<file path="config.mk">
export PLATFORM = sky130hd
export DESIGN_NAME = serial_unrotator
export DESIGN_NICKNAME = d
export VERILOG_FILES = /design/src/rtl/barrel_pkg.sv /design/src/rtl/rotate_left_step.sv /design/src/rtl/serial_unrotator.sv
export SDC_FILE = /design/constraint.sdc
export NUM_CORES = 1
export LEC_CHECK = 0
export CAP_MARGIN = 20
export CORE_AREA = 4 4 41 43
export DETAILED_ROUTE_END_ITERATION = 10
export DIE_AREA = 0 0 45 47
export PLACE_DENSITY = 0.69
export SETUP_SLACK_MARGIN = 0.4
export SYNTH_ARGS = -nofsm -noshare
export SYNTH_HDL_FRONTEND = slang
export SYNTH_SLANG_ARGS = --single-unit
</file>
<file path="constraint.sdc">
create_clock -name clk -period 2.1 [get_ports clk]
set_input_delay 0.21 -clock clk [delete_from_list [all_inputs] [get_ports clk]]
set_output_delay 0.21 -clock clk [all_outputs]
set_load 0.02 [all_outputs]
</file>
<file path="src/rtl/barrel_pkg.sv">
// rtl/barrel_pkg.sv - shared types, default width and rotate reference for the barrel datapath
package barrel_pkg;

    localparam int DEFAULT_WIDTH = 4;

    typedef enum logic [1:0] {
        IDLE  = 2'd0,
        SHIFT = 2'd1,
        DONE  = 2'd2
    } state_t;

    function automatic logic [DEFAULT_WIDTH-1:0] rotl(
        input logic [DEFAULT_WIDTH-1:0] x,
        input int                       amt
    );
        logic [DEFAULT_WIDTH-1:0] r;
        r = x;
        for (int i = 0; i < DEFAULT_WIDTH; i++) begin
            if (i < amt) begin
                r = {r[DEFAULT_WIDTH-2:0], r[DEFAULT_WIDTH-1]};
            end
        end
        return r;
    endfunction

endpackage

</file>
<file path="src/rtl/rotate_left_step.sv">
// rtl/rotate_left_step.sv - combinational one-position left rotate
module rotate_left_step #(
    parameter int WIDTH = 4
) (
    input  logic [WIDTH-1:0] data,
    output logic [WIDTH-1:0] rotated
);

    assign rotated = {data[WIDTH-2:0], data[WIDTH-1]};

endmodule

</file>
<file path="src/rtl/serial_unrotator.sv">
// rtl/serial_unrotator.sv - undoes a right rotation by rotating left one bit per clock
module serial_unrotator
    import barrel_pkg::*;
#(
    parameter int WIDTH = DEFAULT_WIDTH,
    parameter int AW    = $clog2(WIDTH)
) (
    input  logic             clk,
    input  logic             rst_n,
    input  logic             in_valid,
    output logic             in_ready,
    input  logic [WIDTH-1:0] in_data,
    input  logic [AW-1:0]    in_amt,
    output logic             out_valid,
    input  logic             out_ready,
    output logic [WIDTH-1:0] out_data,
    output logic             busy
);

    state_t           state_q;
    state_t           state_d;
    logic [WIDTH-1:0] data_q;
    logic [AW-1:0]    cnt_q;
    logic [WIDTH-1:0] step_data;
    logic             accept;

    rotate_left_step #(
        .WIDTH (WIDTH)
    ) u_step (
        .data    (data_q),
        .rotated (step_data)
    );

    assign accept = in_valid && (state_q == IDLE);

    always_ff @(posedge clk or negedge rst_n) begin
        if (!rst_n) begin
            state_q <= IDLE;
        end else begin
            state_q <= state_d;
        end
    end

    always_comb begin
        state_d = state_q;
        case (state_q)
            IDLE: begin
                if (in_valid) begin
                    state_d = (in_amt == '0) ? DONE : SHIFT;
                end
            end
            SHIFT: begin
                if (cnt_q == AW'(1)) begin
                    state_d = DONE;
                end
            end
            DONE: begin
                if (out_ready) begin
                    state_d = IDLE;
                end
            end
            default: state_d = IDLE;
        endcase
    end

    // Handshake outputs decode the state register only, so no input reaches them combinationally.
    always_comb begin
        in_ready  = 1'b0;
        out_valid = 1'b0;
        busy      = 1'b0;
        case (state_q)
            IDLE:    in_ready  = 1'b1;
            SHIFT:   busy      = 1'b1;
            DONE: begin
                out_valid = 1'b1;
                busy      = 1'b1;
            end
            default: in_ready  = 1'b0;
        endcase
    end

    // cnt_q never wraps: SHIFT is only entered with a non-zero amount and left when it reaches 1.
    always_ff @(posedge clk or negedge rst_n) begin
        if (!rst_n) begin
            data_q <= '0;
            cnt_q  <= '0;
        end else if (accept) begin
            data_q <= in_data;
            cnt_q  <= in_amt;
        end else if (state_q == SHIFT) begin
            data_q <= step_data;
            cnt_q  <= cnt_q - AW'(1);
        end
    end

    assign out_data = data_q;

endmodule
</file>
==> metrics <==
status=completed; All-Layer GR Usage=10.05%; Reg power frac=between 20% and 30%; clock sink count=8; row cnt=13; CP max FO=4; postcts setup bufs=0; MaxCap Viol Count=0; Post-Route Utilization=51.25%; setup violators final=0; maximum vdd ir drop=~0.71 mV; critical-path cell list=inv_1, ha_1, a222oi_1, mux2i_1; io pins=17; Total Wirelength=962 um; register area share after synthesis=41.88%; HP Class=primary input to asynchronous set/reset pin; minimum clock period=1.574 ns; n_diodes=0; Setup crit end kind=flop; Post-Syn Nets=63; Avg Inst Size Synth=10.17 sq um; Combinational Power Share=between 50% and 60%; Setup Skew=0.005717 ns; DRC=0; GPL Wtd Cong=0.7526; P_int=0.5540 mW; number of fill cells=roughly 140; CP Data Arrival Time=1.74 ns; layout cell share with drive strength beyond 1=6.250%; CTS Buffer Depth=2; core area=1301 sq um; Post-Syn Instances=47; Root Buffer=clkbuf_4; Final #Nets=82; Post-DRT Antenna Nets=0; Required @ worst endpoint=2.27 ns; Synth Warn #=0; r2r endpoint=state_q[1]; initial antenna violation count=0; post-synth top area share=41.88%; drt first pass iters=4; CP Launch Type=flop; Synth Register Bits=8; CTS Hold Bufs=0; width of the chip=45 um; H-tree levels=1; area grow syn2layout=39.53%; top cells by area, synth=dfrtp_1 (42%), ha_1 (16%), mux2i_1 (15%); Crit-path slowest cell=a222oi_1; depth of the worst register-to-register path=4; maximum operating frequency=between 600 and 700 MHz; port bufs=16; clock share of power=11.9%; leading area contributor after synthesis=dfrtp_1; crit path kind=flop to flop; post-route setup TNS=0 ns; cell area after synthesis=between 400 and 500 sq um; Switching Power=0.3890 mW; CTS Buf Count=3; max-slew headroom at the worst pin=66.71%; vias in the first global route=374; Post-DP HPWL=around 770 um; first-pass GRT wire length=1511 um; DR WL/cell=12.18 um; total chip power=0.9430 mW; Sw Share=41.25%; unrepaired setup endpoints after global routing=no; R2R setup slack=0.53 ns; post-synthesis cell type count=14; CTS tree=yes; leak pwr=~0.3 nW; max-slew violations=0; Clk Latency, worst-skew pair=0.25 ns; Hold Vio Cnt, Final=0; DR vias=between 300 and 400; Tightest Pin Transition=0.4993 ns; period utilisation layout=74.97%; Initial Util=36.73%; post-CTS sizing=3; Iter 0 DRT Violations=3; vias per std cell=4.823; Critical R2R Launch=state_q[0]; Die ar.=2115 sq um; Die Y=47 um; Max stage delay on crit path=0.51 ns; CTS clk-pin slew, worst paths=0.05 ns; pin count of the biggest net entering global routing=13; GRT overflow=0; Power Density=approximately 1400 nW/um^2
## logic make-up (layout without fill, tap and decap cells)
| kind of cell | after synthesis | after routing | synth area share (%) |
|---|---|---|---|
| muxes | 7 | 7 | 14.66 |
| DFF | 8 | 8 | 41.88 |
| adders and majority gates | 6 | 6 | 15.71 |
| AOI/OAI and AO/OA | 9 | 9 | 11.52 |
| xor gates and xnor gates | 1 | 1 | 1.833 |
| buffers and inverters | 8 | 25 | 6.542 |
| and+or+nand+nor | 8 | 8 | 7.854 |
## worst max-delay path: cells and delay by family (launching register included)
family,cells,cell delay (ns)
compound gates,1,0.51
flops,1,0.37
fa+ha+maj,1,0.26
mux,1,0.26
buf+inv,1,0.10
## metrics by stage
step                hold WS (ns)  area [sq um]  worst slack, ns  std cells
detailed placement        0.5198         648.1           0.5259         76
CTS                       0.2512         666.9           0.5204         79
global route              0.2719         666.9           0.4373         79
finish                    0.2429         666.9           0.5256         79
global placement          0.5181         648.1           0.5473         76
floorplan               -0.08559         478.0           0.6510         47
## how the worst max path moves through the flow
| stage | from | end | slack, ns | cells after the start |
|---|---|---|---|---|
| 3_5_place_dp | in_valid | state_q[1] | 0.53 | 4 |
| 4_1_cts | state_q[0] | busy | 0.52 | 3 |
| 2_1_floorplan | state_q[0] | state_q[0] | 0.65 | 4 |
| 5_1_grt | state_q[0] | state_q[1] | 0.44 | 4 |
| 6_report | state_q[0] | state_q[1] | 0.53 | 4 |
| 3_3_place_gp | state_q[0] | in_ready | 0.55 | 3 |
## cell usage in the layout (no fill, tap or decap)
master           Yosys  routed
a222oi_1             1       1
and2_2               1       1
clkbuf_4             0       3
clkdlybuf4s50_1      0      13
dfrtp_1              8       8
dlygate4sd2_1        0       3
ha_1                 6       6
inv_1                6       6
mux2i_1              7       7
nand2_1              6       6
nor3b_1              1       1
o21ai_0              6       6
o221ai_1             1       1
o22ai_1              1       1
xnor2_1              1       1
## Yosys cell counts
cell type / number
a222oi_1: 1
and2_2: 1
buf_2: 1
clkbuf_1: 1
dfrtp_1: 8
ha_1: 6
inv_1: 6
mux2i_1: 7
nand2_1: 6
nor3b_1: 1
o21ai_0: 6
o221ai_1: 1
o22ai_1: 1
xnor2_1: 1
## power groups by stage
stage               Combinational, mW  Clock, mW  Sequential (mW)
CTS                             0.560      0.117            0.284
global placement                0.572          0            0.284
finish                          0.549      0.112            0.282
global route                    0.603      0.125            0.290
floorplan                       0.333          0            0.321
detailed placement              0.580          0            0.284
## metal layers
metal / up-vias / share of wire, % / wire (um) / GRT usage (%)
met5: - / 0 / 0 / 0
met4: 0 / 0 / 0 / 5.263
met3: 0 / 8.3 / 80 / 3.065
met2: 13 / 47 / 449 / 18.36
met1: 176 / 45 / 431 / 10.28
li1: 192 / - / - / -
## flip-flops by register name (all words and copies together), names as in the netlist
name	count
cnt_q	2
state_q	2
out_data	4
## final cells by class
class	count	area (sq um)	area share [%]
tap	15	18.77	2.814
clock buffer	3	22.52	3.377
sequential	8	200.2	30.02
inverter	6	22.52	3.377
multi-input combinational	31	246.5	36.96
timing repair buffer	16	156.4	23.45
(Power assumes the default switching activity.)
